## src/rtl/conv3x3_scheduler.sv

```systemverilog
// rtl/conv3x3_scheduler.sv - sequencer for a full valid-mode 3x3 convolution over an IFM image
module conv3x3_scheduler #(
  parameter int IMG_W = 8,
  parameter int IMG_H = 8,
  parameter int AW    = 12
) (
  input  logic          clk,
  input  logic          rst,
  input  logic          start,
  output logic          busy,
  output logic          done,
  output logic          ifm_rd_en,
  output logic [AW-1:0] ifm_addr,
  input  logic [7:0]    ifm_rdata,
  output logic          w_rd_en,
  output logic [3:0]    w_addr,
  input  logic [7:0]    w_rdata,
  output logic          weight_valid,
  output logic [71:0]   weight_data,
  output logic          in_valid,
  output logic [71:0]   win_data,
  input  logic          conv_out_valid,
  input  logic [20:0]   conv_out,
  output logic          ofm_we,
  output logic [AW-1:0] ofm_addr,
  output logic [20:0]   ofm_wdata
);

  typedef enum logic [2:0] {
    S_IDLE,
    S_LD_W,
    S_SEND_W,
    S_FETCH,
    S_ISSUE,
    S_DRAIN,
    S_FIN
  } state_t;

  localparam logic [AW-1:0] LP_W      = AW'(IMG_W);
  localparam logic [AW-1:0] LP_LAST_C = AW'(IMG_W - 3);
  localparam logic [AW-1:0] LP_LAST_R = AW'(IMG_H - 3);
  localparam logic [AW-1:0] LP_TOTAL  = AW'((IMG_W - 2) * (IMG_H - 2));

  state_t        r_state;
  state_t        w_next;
  // r_k counts 0..8 issuing reads, then one extra step (9) to capture the last byte
  logic [3:0]    r_k;
  logic [AW-1:0] r_row;
  logic [AW-1:0] r_col;
  logic [AW-1:0] r_ofm_cnt;
  logic [71:0]   r_weight_data;
  logic [71:0]   r_win_data;
  logic          r_ofm_we;
  logic [AW-1:0] r_ofm_addr;
  logic [20:0]   r_ofm_wdata;

  logic          w_seq_done;
  logic          w_last_win;
  logic [1:0]    w_roff;
  logic [3:0]    w_coff;
  logic [AW-1:0] w_pix_addr;

  assign w_seq_done = (r_k == 4'd9);
  assign w_last_win = (r_row == LP_LAST_R) && (r_col == LP_LAST_C);

  // Split the in-window index k into row/column offsets (row-major window walk)
  always_comb begin
    w_roff = 2'd0;
    if (r_k >= 4'd6)      w_roff = 2'd2;
    else if (r_k >= 4'd3) w_roff = 2'd1;
    w_coff     = r_k - ({2'b00, w_roff} + {1'b0, w_roff, 1'b0});
    w_pix_addr = (r_row + AW'(w_roff)) * LP_W + r_col + AW'(w_coff);
  end

  // State register
  always_ff @(posedge clk) begin
    if (rst) r_state <= S_IDLE;
    else     r_state <= w_next;
  end

  // Next-state and strobe decode
  always_comb begin
    w_next       = r_state;
    busy         = 1'b0;
    done         = 1'b0;
    w_rd_en      = 1'b0;
    ifm_rd_en    = 1'b0;
    weight_valid = 1'b0;
    in_valid     = 1'b0;
    case (r_state)
      S_IDLE: begin
        if (start) w_next = S_LD_W;
      end
      S_LD_W: begin
        busy    = 1'b1;
        w_rd_en = (r_k < 4'd9);
        if (w_seq_done) w_next = S_SEND_W;
      end
      S_SEND_W: begin
        busy         = 1'b1;
        weight_valid = 1'b1;
        w_next       = S_FETCH;
      end
      S_FETCH: begin
        busy      = 1'b1;
        ifm_rd_en = (r_k < 4'd9);
        if (w_seq_done) w_next = S_ISSUE;
      end
      S_ISSUE: begin
        busy     = 1'b1;
        in_valid = 1'b1;
        w_next   = w_last_win ? S_DRAIN : S_FETCH;
      end
      S_DRAIN: begin
        busy = 1'b1;
        if (r_ofm_cnt == LP_TOTAL) w_next = S_FIN;
      end
      S_FIN: begin
        done   = 1'b1;
        w_next = S_IDLE;
      end
      default: w_next = S_IDLE;
    endcase
  end

  // Addresses are driven only while the matching read strobe is high
  assign w_addr      = w_rd_en ? r_k : 4'd0;
  assign ifm_addr    = ifm_rd_en ? w_pix_addr : '0;
  assign weight_data = r_weight_data;
  assign win_data    = r_win_data;
  assign ofm_we      = r_ofm_we;
  assign ofm_addr    = r_ofm_addr;
  assign ofm_wdata   = r_ofm_wdata;

  // Read sequencing, byte capture and window position
  always_ff @(posedge clk) begin
    if (rst) begin
      r_k           <= 4'd0;
      r_row         <= '0;
      r_col         <= '0;
      r_weight_data <= '0;
      r_win_data    <= '0;
    end else begin
      if (r_state == S_LD_W || r_state == S_FETCH) r_k <= w_seq_done ? 4'd0 : r_k + 4'd1;
      else                                         r_k <= 4'd0;
      // Byte k returns one cycle after its read, i.e. while r_k == k+1
      for (int i = 0; i < 9; i++) begin
        if (r_state == S_LD_W && r_k == 4'(i + 1))  r_weight_data[8*i +: 8] <= w_rdata;
        if (r_state == S_FETCH && r_k == 4'(i + 1)) r_win_data[8*i +: 8]    <= ifm_rdata;
      end
      if (r_state == S_IDLE && start) begin
        r_row <= '0;
        r_col <= '0;
      end else if (r_state == S_ISSUE) begin
        if (r_col == LP_LAST_C) begin
          r_col <= '0;
          r_row <= r_row + 1'b1;
        end else begin
          r_col <= r_col + 1'b1;
        end
      end
    end
  end

  // Result path: register each datapath result into an OFM write at the running address
  always_ff @(posedge clk) begin
    if (rst) begin
      r_ofm_we    <= 1'b0;
      r_ofm_addr  <= '0;
      r_ofm_wdata <= '0;
      r_ofm_cnt   <= '0;
    end else begin
      r_ofm_we <= 1'b0;
      if (r_state == S_IDLE) begin
        if (start) r_ofm_cnt <= '0;
      end else if (conv_out_valid) begin
        r_ofm_we    <= 1'b1;
        r_ofm_wdata <= conv_out;
        r_ofm_addr  <= r_ofm_cnt;
        r_ofm_cnt   <= r_ofm_cnt + 1'b1;
      end
    end
  end

endmodule

```

## config.mk

```make
export PLATFORM = sky130hd
export DESIGN_NAME = conv3x3_scheduler
export DESIGN_NICKNAME = d
export VERILOG_FILES = /design/src/rtl/conv3x3_scheduler.sv
export SDC_FILE = /design/constraint.sdc
export NUM_CORES = 1
export LEC_CHECK = 0
export CELL_PAD_IN_SITES_DETAIL_PLACEMENT = 1
export CELL_PAD_IN_SITES_GLOBAL_PLACEMENT = 1
export CORE_MARGIN = 4
export CORE_UTILIZATION = 30
export DETAILED_ROUTE_END_ITERATION = 8
export PLACE_DENSITY = 0.76
export SLEW_MARGIN = 20
export SYNTH_ARGS = -nofsm -noshare
export SYNTH_HDL_FRONTEND = slang
export SYNTH_SLANG_ARGS = --single-unit
export TNS_END_PERCENT = 30
```

## constraint.sdc

```tcl
create_clock -name clk -period 10.25 [get_ports clk]
set_input_delay 1.025 -clock clk [delete_from_list [all_inputs] [get_ports clk]]
set_output_delay 1.025 -clock clk [all_outputs]
set_load 0.005 [all_outputs]
```

# Word-level counts from Yosys, hierarchy flattened
# Cells that the tools add are included.
# word_totals
ff_bits	221
inputBits	41
n_memories	0
rom_bits	0
ram_bits	0
latch_bits	0
# classes
n_lt_le_gt_ge	3
n_div	0
n_bitwise	2
muxes	21
multipliers	0
n_shift	0
n_eq_ne	22
reduce_logical	31
addsub	9
# ops
operator	count
two-way mux 12 bit	5
adder 12 x 1 -> 12 bit (second input constant)	3
equality test 12 x 3 -> 1 bit (second input constant)	2
logical AND 1 bit	20
case mux 3 bit (6 select lines)	1
equality test 4 x 3 -> 1 bit (second input constant)	4
two-way mux 3 bit	5
adder 12 bit	1
adder 12 x 4 -> 12 bit	1
equality test 12 x 6 -> 1 bit (second input constant)	1
adder 9 x 2 -> 9 bit	1
equality test 3 bit (second input constant)	3
equality test 4 x 2 -> 1 bit (second input constant)	2
equality test 4 bit (second input constant)	2
two-way mux 1 bit	8
!= test 2 bit (second input constant)	4
equality test 3 x 2 -> 1 bit (second input constant)	2
AND reduction 2 bit	3
OR reduction 5 bit	1
adder 2 x 3 -> 4 bit	1
adder 4 x 1 -> 4 bit (second input constant)	1
equality test 4 x 1 -> 1 bit (second input constant)	1
>= comparator 4 x 2 -> 1 bit (second input constant)	1
>= comparator 4 x 3 -> 1 bit (second input constant)	1
12 further kinds	14

# Longest topological paths before layout
# Gate-level depths: netlist of run 1.
# depth
depth_word	7
depth_mapped	19

# Least setup slack after synthesis of run 1
# OpenSTA, ideal clock, no wires.
# synth_timing
path_kind	register to output
from	register r_k[0]
to	output ifm_addr[9]
setup_slack_ns	5.044
stages_incl_launch_ff	20
required_time_ns	9.225
t_arrival_ns	4.181
path_cell_list	dfxtp_1 inv_1 ha_1 clkbuf_1 o21ai_0 nand2b_1 nor2_1 ha_1 inv_1 ha_1 a211oi_1 xnor2_1 fa_1 inv_1 ha_1 a21o_1 a2111oi_0 o21bai_1 xnor2_1 nor2_1
# synth_between
elab_chain_len	7
word_cells_on_any_way	12
# synth_rtl
item	line_no	text
from (decl)	47	logic [3:0] r_k;
from (signal assigned)	144	if (r_state == S_LD_W || r_state == S_FETCH) r_k <= w_seq_done ? 4'd0 : r_k + 4'd1;
>= comparator 4 x 2 -> 1 bit	70	else if (r_k >= 4'd3) w_roff = 2'd1;
two-way mux 1 bit	70	
two-way mux 2 bit	69	if (r_k >= 4'd6) w_roff = 2'd2;
adder 9 x 2 -> 9 bit / adder 2 x 3 -> 4 bit (equally long branches)	72, 71	
adder 12 bit / subtractor 4 bit (equally long branches)	72, 71	
adder 12 x 4 -> 12 bit	72	w_pix_addr = (r_row + AW'(w_roff)) * LP_W + r_col + AW'(w_coff);
two-way mux 12 bit *	128	assign ifm_addr = ifm_rd_en ? w_pix_addr : '0;
to (decl)	13	output logic [AW-1:0] ifm_addr,
# Every way passes the cells marked *; elsewhere a longest branch is shown, timed or not.

# Final worst setup path of run 1
# Ends and elaborated chain as after synthesis.

==> results.py, run 1 <==
metrics = {
    "timing": {
        "slew_headroom_pct": 37.45,
        "setup_viol": 0,
        "fmax_ghz": 0.1506,
        "worst_pin_slew_ns": 0.9382,
        "fin_crit_sh_pct": 64.80,
        "fin_setup_tns_ns": 0,
        "period_needed_ns": 6.642,
        "maxSlewViolCount": 0,
        "rsz0062_at_grt": "no",
        "finalHoldViolations": 0,
        "fin_skew_ns": 0.009062,
        "hold_slack_ns": 0.4518,
    },
    "yosys": {
        "ys_ff_latch": 221,
        "synthArstFlopShare_pct": 0,
        "synthCells": 1172,
        "syn_area_sq_mm": 0.009519,
        "synth_nets": 1253,
        "yosysWarnings": 0,
        "yosysSeqAreaShare_pct": 46.48,
        "syn_avg_cell_area_sq_um": 8.122,
        "ys.flop_type": "dfxtp_1",
        "ys_types": 51,
        "synth-edff-count": 0,
    },
    "worst_setup_path": {
        "crit_chain": "inv_1, ha_1, o21ai_0, nand2b_1, nor2_1, ha_1, inv_1, ha_1, a211oi_1, xnor2_1, fa_1, inv_1, ha_1, a21o_1, a2111oi_0, o21bai_1, xnor2_1, nor2_1, clkdlybuf4s50_1",
        "crit_path_end_kind": "output pin",
        "crit_top_cell": "ha_1",
        "arrival_ns": 5.62,
        "start_kind": "flip-flop",
        "crit_required_ns": 9.23,
        "startpoint": "r_k[0]",
        "cpPeakStageDelay_ns": 0.74,
        "r2r-end": "r_row[11]",
        "cp_slowest_cell": "a2111oi_0",
        "r2r_slack_ns": 7.42,
        "crit_type": "reg -> out",
        "reg2reg_from": "r_state[2]",
        "worstPathMaxFanout": 6,
        "rr_worst_depth": 5,
    },
    "detailed_routing": {
        "ant_nets": 0,
        "wl_um": 32660,
        "drc": 0,
        "drt_iter0_markers": 373,
        "vias": 9024,
        "routedWlPerCell_um": 18.38,
        "drtPass1Iterations": 4,
        "viasPerCell": 5.078,
    },
    "floorplan": {
        "die_h_um": 186.1,
        "rows": 64,
        "fp.dieW_um": 186.1,
        "start_util_pct": 30.80,
        "io_pins": 241,
        "core_sq_mm": 0.03091,
        "die_area_sq_mm": 0.03464,
    },
    "place": {
        "io_buffers": 240,
        "dpl.hpwl_um": 22310,
        "gp_congestion": 0.7738,
    },
    "power": {
        "max-vdd-ir-drop_uv": 106.3,
        "p_leak_nw": 4.517,
        "power_density_mw_per_mm2": 154.7,
    },
    "finish": {
        "regArea_sq_mm": 0.004424,
        "multi_input_area_sq_mm": 0.004702,
        "diodes": 0,
        "final_common_cell": "clkdlybuf4s50_1",
        "layout_common_cells": "clkdlybuf4s50_1 (239), dfxtp_1 (221), nand2_1 (220), a21oi_1 (176), nand3_1 (129)",
        "drive_above_1_share_pct": 4.417,
        "area_growth_pct": 37.11,
        "nFillCells": 3630,
        "final_nets": 1445,
    },
    "clocking": {
        "cts_setup_buffers": 0,
        "clk_pin_slew_ns": 0.06,
        "htreeDepth": 1,
        "clkLatencyLatePin_ns": 0.52,
        "cts_tree": "done",
        "cts_root_buf": "clkbuf_16",
        "postCtsHoldBufs": 0,
        "cts_resized": 0,
        "numCtsBuffers": 26,
        "clk_path_buf_depth": 3,
        "cts.sinks": 221,
    },
    "global_routing": {
        "grt_pass1_vias": 9466,
        "grt_pass1_wl_um": 51980,
        "grt_max_degree": 113,
        "grt-ovfl-total": 0,
        "gr-usage-all-layers_pct": 18.34,
        "grt_antenna_before_repair": 0,
    },
    "run": {
        "maxCapViolations": 0,
    },
    "min_path": {
        "holdPathEnd": "ofm_addr[2]",
        "whs_path_depth": 2,
        "hp-class": "reg -> reg",
        "min_from": "ofm_addr[2]",
    },
    "outcome": {
        "outcome": "completed",
    },
}
[how the worst max path moves through the flow]
| stage | to | slack [ns] |
|---|---|---|
| after global placement | ifm_addr[9] | 4.37 |
| after floorplan | ifm_addr[9] | 5.04 |
| after CTS | ifm_addr[9] | 3.59 |
| final | ifm_addr[9] | 3.61 |
| after global routing | ifm_addr[9] | 3.25 |
| after detailed placement | ifm_addr[9] | 4.16 |
[metrics by stage]
stage               setup slack (ns)  instance area, sq um  std cells  total power [W]  util (%)
floorplan                      5.044                  9519       1172        0.0009955         -
CTS                            3.593                 13050       1777         0.002050     42.22
detailed placement             4.157                 12180       1732         0.001081     39.41
global placement               4.371                 12180       1732         0.001078     39.41
global route                   3.252                 13050       1777         0.002107     42.22
finish                         3.608                 13050       1777         0.002019     42.22
[cell families after synthesis]
| family | synth area share, % |
|---|---|
| AO/OA/AOI/OAI | 12.75 |
| XOR/XNOR | 3.588 |
| adder cells (fa/ha/maj) | 5.573 |
| buffers and inverters | 4.298 |
| flip-flops | 46.48 |
| multiplexers | 2.734 |
| AND/OR/NAND/NOR | 24.58 |
[state kept, by name, indices dropped and copies added (netlist names)]
name	cells
r_state	3
r_row	12
r_ofm_cnt	12
ofm_addr	12
win_data	72
weight_data	72
ofm_wdata	21
r_col	12
r_k	4
ofm_we	1
[final cells by class]
cell class / instances / share of cell area (%)
multi-input combinational: 844 / 36.03
timing repair buffer: 251 / 19.05
clock inverter: 8 / 1.112
sequential: 221 / 33.90
tap: 396 / 3.796
clock buffer: 37 / 5.541
inverter: 20 / 0.5752
[cell usage after synthesis (2+ instances only)]
cell type / count / area, sq um
dfxtp_1: 221 / 4424
nand2_1: 220 / 825.8
a21oi_1: 176 / 880.8
nand3_1: 129 / 645.6
nor2_1: 83 / 311.6
clkbuf_1: 77 / 289.0
ha_1: 36 / 450.4
mux2i_1: 26 / 260.3
xnor2_1: 21 / 183.9
inv_1: 20 / 75.07
o21ai_0: 20 / 100.1
xor2_1: 18 / 157.7
nor3_1: 13 / 65.06
and3_1: 11 / 68.82
nand4_1: 10 / 62.56
and2_1: 7 / 43.79
a211oi_1: 6 / 45.04
buf_2: 6 / 30.03
a21o_1: 5 / 37.54
nand3b_1: 5 / 37.54
buf_1: 4 / 15.01
fa_1: 4 / 80.08
nand2b_1: 4 / 25.02
nor2_2: 3 / 18.77
nor2b_1: 3 / 18.77
nor4_1: 3 / 18.77
nor4b_1: 3 / 26.28
o211ai_1: 3 / 22.52
o21bai_1: 3 / 22.52
o31ai_1: 3 / 22.52
or3_1: 3 / 18.77
or4_1: 3 / 22.52
a2111oi_0: 2 / 17.52
and4_1: 2 / 17.52
nor3_2: 2 / 20.02
or2_2: 2 / 12.51
[power by group]
| part | total (W) | internal, W | leakage, nW | switching, W |
|---|---|---|---|---|
| clock network | 0.000959 | 0.000588 | 0.415 | 0.000371 |
| registers | 0.000887 | 0.000872 | 1.78 | 0.0000150 |
| logic | 0.000173 | 0.0000610 | 2.32 | 0.000112 |
[layer usage]
metal	share of wire, %	GRT usage (%)
met1	44	23.30
met2	46	30.13
met3	7.3	6.145
met4	2.8	4.780
met5	0	0
[worst max-delay path, delay by kind of cell (launching register included)]
| family | cells | cell delay, ns |
|---|---|---|
| AOI/OAI and AO/OA | 5 | 1.61 |
| DFF | 1 | 0.44 |
| buffers and inverters | 4 | 0.73 |
| and+or+nand+nor | 3 | 0.45 |
| adders and majority gates | 5 | 1.56 |
| xor gates and xnor gates | 2 | 0.30 |
(Power assumes the default switching activity.)
==> inputs of run 2 (changes only) <==
- PLACE_DENSITY: 0.76 -> 0.79
- clock period: 10.25 -> 6 ns (I/O delays scaled with it)
==> run 2 against run 1 <==
Sequential share of layout area fell by 0.075 points. Setup slack worse by 3.2 ns. Combinational power up 70%. Clock-buffer cell count grew 1. Highest routed layer unchanged. Final cell count rose by 0.23%. Non-clock buffer count grew 2. Die area stayed put. Worst hold slack gained 0.00084 ns. Total power rose by 68%. Global-route usage decreased by 0.16 points. Clock skew up 0.0091 ns. Largest cell class unchanged. Critical endpoint unchanged.
==> results.py, run 2 (same netlist as run 1, synthesis figures left out) <==
metrics = {
    "outcome": {
        "outcome": "completed",
    },
    "global_routing": {
        "grt_max_degree": 120,
        "gr-usage-all-layers_pct": 18.18,
        "grt_pass1_wl_um": 51430,
        "grt-ovfl-total": 0,
        "grt_pass1_vias": 9458,
        "grt_antenna_before_repair": 0,
    },
    "finish": {
        "final_common_cell": "clkdlybuf4s50_1",
        "final_cell_area_sq_mm": 0.01308,
        "final_cells": 1781,
        "diodes": 0,
        "drive_above_1_share_pct": 5.415,
        "layout_common_cells": "clkdlybuf4s50_1 (239), nand2_1 (220), dfxtp_1 (220), a21oi_1 (175), nand3_1 (129)",
        "final_nets": 1447,
        "post-route-util_pct": 42.33,
        "area_growth_pct": 37.45,
    },
    "detailed_routing": {
        "routedWlPerCell_um": 18.09,
        "drtPass1Iterations": 5,
        "viasPerCell": 5.106,
        "drt_iter0_markers": 470,
        "ant_nets": 0,
        "drc": 0,
        "wl_um": 32210,
        "vias": 9093,
    },
    "run": {
        "maxCapViolations": 0,
    },
    "power": {
        "p_leak_nw": 4.549,
        "max-vdd-ir-drop_uv": 200.1,
        "power_density_mw_per_mm2": 258.5,
    },
    "floorplan": {
        "io_pins": 241,
        "fp.dieW_um": 186.1,
        "die_area_sq_mm": 0.03464,
        "core_sq_mm": 0.03091,
        "rows": 64,
        "start_util_pct": 30.80,
        "die_h_um": 186.1,
    },
    "timing": {
        "fin_skew_ns": 0.01820,
        "rsz0062_at_grt": "no",
        "fin_setup_tns_ns": 0,
        "fin_crit_sh_pct": 93.67,
        "layout_setup_ws_ns": 0.3796,
        "fmax_ghz": 0.1779,
        "worst_pin_slew_ns": 0.9746,
        "setup_viol": 0,
        "maxSlewViolCount": 0,
        "slew_headroom_pct": 35.02,
        "finalHoldViolations": 0,
        "period_needed_ns": 5.620,
    },
    "min_path": {
        "holdPathEnd": "win_data[52]",
        "hp-class": "reg -> reg",
        "whs_path_depth": 2,
        "min_from": "win_data[52]",
    },
    "clocking": {
        "numCtsBuffers": 26,
        "clk_pin_slew_ns": 0.06,
        "clk_path_buf_depth": 3,
        "htreeDepth": 1,
        "cts.sinks": 221,
        "clkLatencyLatePin_ns": 0.53,
        "cts_tree": "done",
        "cts_root_buf": "clkbuf_16",
    },
    "worst_setup_path": {
        "worstPathMaxFanout": 6,
        "r2r-end": "r_row[11]",
        "crit_path_end_kind": "output pin",
        "reg2reg_from": "r_state[2]",
        "crit_type": "reg -> out",
        "crit_required_ns": 5.40,
        "r2r_slack_ns": 3.17,
        "arrival_ns": 5.02,
        "start_kind": "flip-flop",
        "rr_worst_depth": 5,
    },
    "place": {
        "io_buffers": 240,
        "placed_cells": 1732,
        "gp_congestion": 0.7599,
        "place_ws_ns": 0.2461,
        "dpl.hpwl_um": 22380,
        "place_area_sq_mm": 0.01219,
    },
}
run 2: how the worst max path moves through the flow:
stage                              to    from  cells past startpoint
after global placement    ifm_addr[9]  r_k[0]                     19
final                     ifm_addr[9]  r_k[0]                     19
after floorplan           ifm_addr[9]  r_k[0]                     19
after detailed placement  ifm_addr[9]  r_k[0]                     19
after CTS                 ifm_addr[9]  r_k[0]                     19
after global routing      ifm_addr[9]  r_k[0]                     19
run 2: layer usage:
layer	up-vias	wire, um	share of wire (%)	track usage (%)
li1	4378	-	-	-
met1	4451	13950	43	22.98
met2	223	15100	47	30.56
met3	41	2608	8.1	5.932
met4	0	553	1.7	3.876
met5	-	0	0	0
run 2: critical path, cell delays in order, from the launching register on:
cell	delay [ns]
dfxtp_2	0.37
inv_1	0.10
ha_1	0.22
o21ai_0	0.16
nand2b_1	0.13
nor2_2	0.15
ha_1	0.19
inv_1	0.06
ha_1	0.26
a211oi_1	0.30
xnor2_1	0.14
fa_1	0.51
inv_1	0.04
ha_1	0.34
a21o_1	0.25
a2111oi_4	0.38
o21bai_1	0.15
xnor2_1	0.14
nor2_1	0.09
clkdlybuf4s50_1	0.50
run 2: timing repair:
item                       in CTS  in global routing
hold buffers                    0                  0
setup buffers                   0                  2
setup endpoints to repair       2                  6
resized for setup               2                  4
cloned                          0                  0
run 2: stage by stage:
| stage | total power, W | hold WS [ns] |
|---|---|---|
| 6_report | 0.003383 | 0.4526 |
| 5_1_grt | 0.003531 | 0.4755 |
| 4_1_cts | 0.003440 | 0.4537 |
| 3_5_place_dp | 0.001846 | 0.4458 |
| 3_3_place_gp | 0.001840 | 0.4402 |
| 2_1_floorplan | 0.001701 | 0.4518 |
run 2: report_power, final:
part           total [W]  internal [W]  switching, W
clock            0.00157      0.000936      0.000638
combinational   0.000294      0.000104      0.000190
sequential       0.00151       0.00149     0.0000252
run 2: layout make-up:
class / count / area (sq um)
Fill cell: 3645 / 17830
Multi-Input combinational cell: 844 / 4730
Sequential cell: 221 / 4425
Timing Repair Buffer: 253 / 2501
Clock buffer: 38 / 775.7
Tap cell: 396 / 495.5
Clock inverter: 9 / 81.33
Inverter: 20 / 75.07
